--- config.mk ---
export PLATFORM = sky130hd
export DESIGN_NAME = wb_spi_sram
export DESIGN_NICKNAME = d
export VERILOG_FILES = /design/src/rtl/wb_spi_sram.sv
export SDC_FILE = /design/constraint.sdc
export NUM_CORES = 1
export LEC_CHECK = 0
export BUFFER_PORTS_ARGS = -buffer_cell sky130_fd_sc_hd__clkbuf_2
export CORE_AREA = 4 4 118 120
export DETAILED_ROUTE_END_ITERATION = 6
export DIE_AREA = 0 0 122 124
export SKIP_LAST_GASP = 1
export SLEW_MARGIN = 20
export SYNTH_ARGS = -nofsm -noshare
export SYNTH_HDL_FRONTEND = slang
export SYNTH_SLANG_ARGS = --single-unit
--- constraint.sdc ---
create_clock -name clk_i -period 8.1 [get_ports clk_i]
set_clock_uncertainty 0.15 [all_clocks]
set_input_delay 0.405 -clock clk_i [delete_from_list [all_inputs] [get_ports clk_i]]
set_output_delay 0.405 -clock clk_i [all_outputs]
set_load 0.02 [all_outputs]
--- src/rtl/wb_spi_sram.sv ---
// Wishbone slave bridging byte accesses to a 24-bit-addressed serial SRAM over SPI mode 0.
// Incrementing linear bursts keep chip-select low and stream further data bytes only.
module wb_spi_sram #(
  parameter int         ADDR_WIDTH     = 24,
  parameter int         DATA_WIDTH     = 8,
  parameter logic [7:0] READ_CMD       = 8'h03,
  parameter logic [7:0] WRITE_CMD      = 8'h02,
  parameter int         CS_HIGH_CYCLES = 2
) (
  input  logic                  clk_i,
  input  logic                  rst_ni,
  input  logic                  wb_cyc_i,
  input  logic                  wb_stb_i,
  input  logic                  wb_we_i,
  input  logic [ADDR_WIDTH-1:0] wb_adr_i,
  input  logic                  wb_sel_i,
  input  logic [DATA_WIDTH-1:0] wb_dat_i,
  input  logic [2:0]            wb_cti_i,
  input  logic [1:0]            wb_bte_i,
  output logic                  wb_ack_o,
  output logic                  wb_err_o,
  output logic                  wb_rty_o,
  output logic [DATA_WIDTH-1:0] wb_dat_o,
  output logic                  spi_sck_o,
  output logic                  spi_cs_n_o,
  output logic                  spi_mosi_o,
  input  logic                  spi_miso_i
);

  localparam int         SW         = 8 + ADDR_WIDTH + DATA_WIDTH;
  localparam logic [5:0] FULL_BITS  = 6'(SW);
  localparam logic [5:0] DATA_BITS  = 6'(DATA_WIDTH);
  localparam logic [7:0] DESEL_LOAD = 8'(CS_HIGH_CYCLES - 1);

  typedef enum logic [2:0] {IDLE, SHIFT, ACK, BURST_WAIT, DESELECT} state_t;

  state_t                state, state_n;
  logic [5:0]            cnt, cnt_n;
  logic                  ph, ph_n;
  logic [7:0]            dcnt, dcnt_n;
  logic [SW-1:0]         sh, sh_n;
  logic [DATA_WIDTH-1:0] rx, rx_n;
  logic                  we_q, we_n;
  logic [ADDR_WIDTH-1:0] adr_q, adr_n;
  logic                  cont_q, cont_n;
  logic                  desel;
  logic                  ack_n, err_n, sck_n, cs_n_n, mosi_n;
  logic [DATA_WIDTH-1:0] dat_n;
  logic                  req, burst_type;

  assign req        = wb_cyc_i & wb_stb_i;
  assign burst_type = (wb_cti_i == 3'b010) && (wb_bte_i == 2'b00);
  assign wb_rty_o   = 1'b0;

  always_comb begin
    state_n = state;
    cnt_n   = cnt;
    ph_n    = ph;
    dcnt_n  = dcnt;
    sh_n    = sh;
    rx_n    = rx;
    we_n    = we_q;
    adr_n   = adr_q;
    cont_n  = cont_q;
    desel   = 1'b0;
    ack_n   = 1'b0;
    err_n   = 1'b0;
    sck_n   = 1'b0;
    cs_n_n  = spi_cs_n_o;
    mosi_n  = spi_mosi_o;
    dat_n   = '0;
    case (state)
      IDLE: begin
        // err_o is registered, so skip the cycle it is showing to avoid a double pulse
        if (req && !wb_err_o) begin
          if (!wb_sel_i) begin
            err_n = 1'b1;
          end else begin
            we_n    = wb_we_i;
            adr_n   = wb_adr_i;
            cont_n  = burst_type;
            sh_n    = {(wb_we_i ? WRITE_CMD : READ_CMD), wb_adr_i,
                       (wb_we_i ? wb_dat_i : {DATA_WIDTH{1'b0}})};
            cnt_n   = FULL_BITS;
            ph_n    = 1'b0;
            cs_n_n  = 1'b0;
            mosi_n  = sh_n[SW-1];
            state_n = SHIFT;
          end
        end
      end
      SHIFT: begin
        if (!wb_cyc_i) begin
          desel = 1'b1;
        end else if (!ph) begin
          sck_n = 1'b1;
          ph_n  = 1'b1;
        end else begin
          rx_n  = {rx[DATA_WIDTH-2:0], spi_miso_i};
          sh_n  = {sh[SW-2:0], 1'b0};
          ph_n  = 1'b0;
          cnt_n = cnt - 6'd1;
          if (cnt == 6'd1) begin
            ack_n   = 1'b1;
            dat_n   = we_q ? {DATA_WIDTH{1'b0}} : rx_n;
            state_n = ACK;
          end else begin
            mosi_n = sh[SW-2];
          end
        end
      end
      ACK: begin
        // burst decision uses the cycle type latched with the acked beat
        if (cont_q && (adr_q != {ADDR_WIDTH{1'b1}})) state_n = BURST_WAIT;
        else desel = 1'b1;
      end
      BURST_WAIT: begin
        if (!wb_cyc_i) begin
          desel = 1'b1;
        end else if (wb_stb_i) begin
          if (wb_sel_i && (wb_we_i == we_q) && (wb_adr_i == adr_q + 1'b1)) begin
            adr_n   = wb_adr_i;
            cont_n  = burst_type;
            sh_n    = {(wb_we_i ? wb_dat_i : {DATA_WIDTH{1'b0}}), {(SW-DATA_WIDTH){1'b0}}};
            cnt_n   = DATA_BITS;
            ph_n    = 1'b0;
            mosi_n  = sh_n[SW-1];
            state_n = SHIFT;
          end else begin
            desel = 1'b1;
          end
        end
      end
      DESELECT: begin
        // the IDLE cycle that follows is also spent with cs_n high
        if (dcnt <= 8'd1) state_n = IDLE;
        else dcnt_n = dcnt - 8'd1;
      end
      default: state_n = IDLE;
    endcase
    if (desel) begin
      state_n = DESELECT;
      cs_n_n  = 1'b1;
      mosi_n  = 1'b0;
      sck_n   = 1'b0;
      dcnt_n  = DESEL_LOAD;
    end
  end

  always_ff @(posedge clk_i or negedge rst_ni) begin
    if (!rst_ni) begin
      state      <= IDLE;
      cnt        <= '0;
      ph         <= 1'b0;
      dcnt       <= '0;
      wb_ack_o   <= 1'b0;
      wb_err_o   <= 1'b0;
      wb_dat_o   <= '0;
      spi_sck_o  <= 1'b0;
      spi_cs_n_o <= 1'b1;
      spi_mosi_o <= 1'b0;
    end else begin
      state      <= state_n;
      cnt        <= cnt_n;
      ph         <= ph_n;
      dcnt       <= dcnt_n;
      wb_ack_o   <= ack_n;
      wb_err_o   <= err_n;
      wb_dat_o   <= dat_n;
      spi_sck_o  <= sck_n;
      spi_cs_n_o <= cs_n_n;
      spi_mosi_o <= mosi_n;
    end
  end

  always_ff @(posedge clk_i) begin
    sh     <= sh_n;
    rx     <= rx_n;
    we_q   <= we_n;
    adr_q  <= adr_n;
    cont_q <= cont_n;
  end

endmodule

==> results of run 1 <==
per-layer routing:
metal / up-vias / wire, um / track usage (%)
met4: 0 / 221 / 6.583
met2: 102 / 5677 / 26.04
met5: - / 0 / 0
met3: 19 / 496 / 3.724
met1: 1964 / 5797 / 23.90
li1: 2014 / - / -
report_power, final:
group | leakage (nW) | switching, mW | total [mW] | internal [mW]
logic | 1.19 | 0.350 | 0.548 | 0.198
clock network | 0.147 | 0.202 | 0.432 | 0.230
registers | 1.07 | 0.0967 | 0.841 | 0.744
total | 2.41 | 0.649 | 1.82 | 1.17
synth_stat cells, types with 2 or more instances:
| cell | count | share of area [%] |
|---|---|---|
| nor2_1 | 37 | 2.5 |
| o22ai_1 | 3 | 0.34 |
| nand4_1 | 7 | 0.80 |
| nor3_2 | 3 | 0.55 |
| o21ai_1 | 3 | 0.28 |
| or4_1 | 2 | 0.28 |
| or3_1 | 7 | 0.80 |
| dfrtp_1 | 30 | 14 |
| edfxtp_1 | 72 | 40 |
| inv_1 | 11 | 0.76 |
| nand4b_1 | 3 | 0.48 |
| nand3b_1 | 33 | 4.5 |
| nor4_1 | 9 | 1.0 |
| nor3_1 | 18 | 1.7 |
| and2_1 | 11 | 1.3 |
| nor4_4 | 2 | 0.78 |
| nand3_1 | 20 | 1.8 |
| a22oi_1 | 3 | 0.41 |
| o21ai_0 | 19 | 1.7 |
| a31oi_1 | 3 | 0.34 |
| ha_1 | 5 | 1.1 |
| o21a_1 | 2 | 0.28 |
| nand2_1 | 84 | 5.8 |
| clkbuf_1 | 19 | 1.3 |
| nand2b_1 | 8 | 0.92 |
| a211oi_1 | 2 | 0.28 |
| o211ai_1 | 2 | 0.28 |
| nor3b_1 | 2 | 0.28 |
| o31ai_1 | 3 | 0.41 |
| xnor2_1 | 24 | 3.9 |
| buf_2 | 3 | 0.28 |
| a21oi_1 | 17 | 1.6 |
| mux2i_1 | 3 | 0.55 |
| xor2_1 | 16 | 2.6 |
| nor2b_1 | 4 | 0.46 |
| o21bai_1 | 2 | 0.28 |
timing repair:
action                                 CTS  global route
setup endpoints to repair                0             0
hold buffers                             1             0
endpoints found under the hold margin    3             0
sequential cells by signal, indices dropped and copies added, names as in the netlist, 3 cells and up:
signal / count
state: 3
adr_q: 24
cnt: 6
rx: 7
dcnt: 8
sh: 39
wb_dat_o: 8
per-stage QoR:
stage	instances	util (%)	setup WS (ns)
after floorplan	527	-	4.715
after detailed placement	738	45.30	4.397
after CTS	755	47.63	4.383
after global routing	755	47.64	4.227
after global placement	738	45.30	4.520
final	755	47.64	4.541
cell type report:
cell class | count | share of cell area [%]
Sequential cell | 103 | 47.53
Multi-Input combinational cell | 388 | 38.32
Timing Repair Buffer | 61 | 5.180
Clock buffer | 11 | 4.108
Tap cell | 176 | 3.561
Inverter | 11 | 0.6677
Clock inverter | 5 | 0.6273
logic make-up (layout without fill, tap and decap cells):
family | after synthesis | count (layout) | synth area share, %
compound gates | 80 | 80 | 9.771
xor+xnor | 40 | 40 | 6.422
fa+ha+maj | 5 | 5 | 1.147
buf+inv | 36 | 88 | 2.752
flops | 103 | 103 | 53.88
mux | 3 | 3 | 0.5505
other cells | 1 | 1 | 0.06874
simple gates | 259 | 259 | 25.41
final timing paths:
| check | start | endpoint | slack, ns | depth (start not counted) |
|---|---|---|---|---|
| setup / recovery | adr_q[0] | sh[17] | 4.54 | 10 |
| hold / removal | spi_miso_i | rx[0] | 0.09 | 1 |
| setup reg to reg | adr_q[0] | sh[17] | 4.54 | 10 |
| hold reg to reg | rx[1] | rx[2] | 0.29 | 0 |
| max in group asynchronous | rst_ni | wb_dat_o[5] | 6.77 | 2 |
| min in group asynchronous | rst_ni | dcnt[5] | 0.53 | 2 |
==> flow_metrics.tcl, run 1 <==
set metrics [dict create \
    cap_violations 0 \
    slowest_delay_ns 0.46 \
    ant_nets 0 \
    io_pins 58 \
    ys_async_sr_fraction_pct 30.10 \
    core.rowCount 42 \
    cts_tree "yes" \
    area_delta_synth_final_pct 13.35 \
    grt_util_all_layers_pct 17.07 \
    io_buffers 56 \
    avgSynthCellArea_um2 10.35 \
    max-slew-margin-rel_pct 47.53 \
    syn_area_um2 5455 \
    clkTransAtPathRegs_ns 0.07 \
    path_delay_family "simple AND/OR/NAND/NOR gates" \
    hold_viol 0 \
    htreeDepth 3 \
    clk_latency_ns 0.35 \
    ff_latch_area_um2 2939 \
    cts_resized 0 \
    critical_path_required_ns 7.94 \
    fmaxAchievable_mhz 281.0 \
    ys_types 71 \
    die_area_um2 15130 \
    place_area_um2 5879 \
    multi_input_area_um2 2370 \
    powerDensity_nw_per_um2 294.5 \
    maxSlewViolCount 0 \
    critPathBufInv 2 \
    syn_nets 576 \
    dp_hpwl_um 8484 \
    critPathMaxFanout 40 \
    cp-start-kind "register" \
    avgViaCountPerCell 5.429 \
    grt_pass1_wl_um 20180 \
    grt_pass1_vias 3959 \
    antenna_found_initial 0 \
    synth_edf_count 72 \
    finalNetCount 623 \
    clock_sinks 103 \
    rsz0062_at_grt "false" \
    min_period_ns 3.559 \
    hold_slack_ns 0.09384 \
    fin_tns_setup_ns 0 \
    crit_chain "ha_1, nand3_1, nor3_1, o2111ai_1, a22oi_1, o211ai_1, nor3_2, nor2_1, inv_1, buf_4" \
    netlist_instances 527 \
    ys.flop_type "edfxtp_1" \
    drc 0 \
    start_util_pct 42.03 \
    final-setup-viol-count 0 \
    cts_root_buffer "clkbuf_16" \
    die_w_um 122 \
    cts_inserted_buffers 9 \
    gp_congestion 0.9049 \
    n_antenna_cell 0 \
    num-fill-cells 1189 \
    yosysWarnings 0 \
    status "finished clean" \
    grt_overflow 0 \
    coreArea_um2 12980 \
    final_area_um2 6183 \
    vias 4099 \
    cp_data_arrival_time_ns 3.40 \
    ys_seq_area_share_pct 53.88 \
    worst_slew_pin_slew_ns 0.7871 \
    cts_max_path_buffers 2 \
    die_h_um 124 \
    totalPowerFinal_mw 1.821 \
    layout_commonest_cell "nand2_1" \
    finalWirelength_um 12190 \
    critical-path-slowest-cell "nor3_1" \
    leakage_nw 2.414 \
    hold_path.class "in2reg" \
    drtIter0Drc 310 \
    ys_seq_elements 103 \
    layout-drive-gt1-share_pct 15.54 \
    fin_crit_sh_pct 43.94 \
    post_cts.repair.setup_buffers 0 \
    end_kind "register" \
    irDropWorstVdd_mv 0.1022 \
    post_drt_wl_per_cell_um 16.15 \
    first_pass_iters 5 \
    final_cell_mix "nand2_1, edfxtp_1, clkbuf_2" \
    worst-setup-path-type "reg2reg" \
    grt_max_degree 67 \
]
Power figures use the tool's default switching activity.
==> inputs of run 2 (changes only) <==
==> constraint.sdc (replaced) <==
create_clock -name clk_i -period 3.35 [get_ports clk_i]
set_clock_uncertainty 0.15 [all_clocks]
set_input_delay 0.1675 -clock clk_i [delete_from_list [all_inputs] [get_ports clk_i]]
set_output_delay 0.1675 -clock clk_i [all_outputs]
set_load 0.02 [all_outputs]
==> run 2 against run 1 <==
Net effect: die area stayed put; critical endpoint is now cnt[1]; final cell count is 4.5% higher; register-to-register slack worse by 4.3 ns; critical path depth is 1 higher; fmax is 13% higher.
==> flow_metrics.tcl, run 2 (synthesis results as in run 1) <==
set metrics [dict create \
    status "finished clean" \
    post_drt_wl_per_cell_um 16.09 \
    worstHoldStart "wb_dat_i[0]" \
    ant_nets 0 \
    cp-start-kind "register" \
    end_kind "register" \
    irDropWorstVdd_mv 0.2640 \
    largest_reg_flops 39 \
    totalPowerFinal_mw 4.507 \
    hold_slack_ns 0.02775 \
    gp_congestion 0.8828 \
    avgViaCountPerCell 5.357 \
    leakage_nw 2.555 \
    grt_util_all_layers_pct 17.20 \
    cts_tree "yes" \
    cts_max_path_buffers 2 \
    die_h_um 124 \
    worst_slew_pin_slew_ns 0.7755 \
    io_pins 58 \
    num-fill-cells 1215 \
    critPathMaxFanout 6 \
    final_area_um2 6543 \
    max_flop_register "sh" \
    dp_hpwl_um 8750 \
    maxSlewViolCount 0 \
    crit_chain "ha_1, xnor2_1, nand4_1, nor4_1, o2111a_1, nand4b_1, nor3_2, nor2_1, buf_4, or4_1, o21ai_0" \
    worst-setup-path-type "reg2reg" \
    drc 0 \
    hold_viol 0 \
    clock_sinks 103 \
    n_antenna_cell 0 \
    grt_pass1_vias 3907 \
    drtIter0Drc 335 \
    powerDensity_nw_per_um2 688.8 \
    finalWirelength_um 12690 \
    rsz0062_at_grt "false" \
    critical-path-slowest-cell "nor4_1" \
    vias 4227 \
    fin_tns_setup_ns 0 \
    final-setup-viol-count 0 \
    place_area_um2 5941 \
    core.rowCount 42 \
    critical_path_required_ns 3.47 \
    cp_data_arrival_time_ns 3.27 \
    grt_pass1_wl_um 20190 \
    cap_violations 0 \
    layout-drive-gt1-share_pct 16.15 \
    hold_path.class "in2reg" \
    die_w_um 122 \
    max-slew-margin-rel_pct 47.57 \
    post-route-util_pct 50.40 \
    layout_commonest_cell "nand2_1" \
    crit_start "adr_q[0]" \
    start_util_pct 42.03 \
    min_period_ns 3.157 \
    grt_max_degree 64 \
    fmaxAchievable_mhz 316.8 \
    r2r_start "adr_q[0]" \
    coreArea_um2 12980 \
    antenna_found_initial 0 \
    clk_latency_ns 0.35 \
    reg.largest.list "sh: 39 flops, adr_q: 24 flops" \
    clkTransAtPathRegs_ns 0.07 \
    first_pass_iters 5 \
    finalNetCount 657 \
    io_buffers 56 \
    fin_crit_sh_pct 94.24 \
    cts_inserted_buffers 9 \
    cts_root_buffer "clkbuf_16" \
    final_cell_mix "nand2_1, edfxtp_1, clkbuf_2" \
    htreeDepth 3 \
    grt_overflow 0 \
    slowest_delay_ns 0.46 \
    die_area_um2 15130 \
    area_delta_synth_final_pct 19.93 \
]
-- run 2: per-layer routing --
| metal | GRT usage [%] | wire [um] | vias to the layer above |
|---|---|---|---|
| met4 | 7.843 | 291 | 0 |
| met5 | 0 | 0 | - |
| met1 | 23.65 | 5964 | 2046 |
| met3 | 2.861 | 491 | 18 |
| li1 | - | - | 2075 |
| met2 | 26.80 | 5945 | 88 |
-- run 2: critical path, delay by kind of cell, from the launching register on --
family,cells,cell delay [ns]
DFF,1,0.44
adders and majority gates,1,0.33
buffers and inverters,1,0.18
xor gates and xnor gates,1,0.13
and+or+nand+nor,6,1.51
AOI/OAI and AO/OA,2,0.33
-- run 2: final cells by class --
class,instances,area (um^2),area share [%]
multi-input cells,388,2379,36.35
flip-flops and latches,103,2939,44.92
well taps,176,220.2,3.366
clock inverters,5,37.54,0.5737
repair buffers,95,658.1,10.06
inverters,11,45.04,0.6885
clock buffers,11,264.0,4.035
-- run 2: stage by stage --
step	instances	setup slack (ns)
6_report	789	0.1931
5_1_grt	789	0.004080
4_1_cts	789	0.06597
3_5_place_dp	744	0.08648
3_3_place_gp	744	0.2299
2_1_floorplan	527	0.08148
-- run 2: what timing repair did --
| action | CTS | global route |
|---|---|---|
| hold buffers | 29 | 0 |
| hold endpoints to repair | 60 | 0 |
| setup buffers | 0 | 0 |
| gates resized for setup | 0 | 2 |
| setup endpoints to repair | 0 | 69 |
-- run 2: power by group --
| part | total [mW] | switching (mW) | internal, mW | leakage [nW] |
|---|---|---|---|---|
| sequential | 2.03 | 0.238 | 1.80 | 1.07 |
| combinational | 1.42 | 0.883 | 0.533 | 1.34 |
| clock | 1.06 | 0.481 | 0.574 | 0.144 |
| total | 4.51 | 1.60 | 2.90 | 2.55 |
-- run 2: worst paths after layout --
path / depth (start not counted) / slack (ns) / end
min: 3 / 0.03 / sh[0]
min in group asynchronous: 2 / 0.28 / dcnt[3]
min reg2reg: 0 / 0.30 / rx[2]
max: 11 / 0.19 / cnt[1]
max in group asynchronous: 2 / 2.27 / wb_err_o
max reg2reg: 11 / 0.19 / cnt[1]
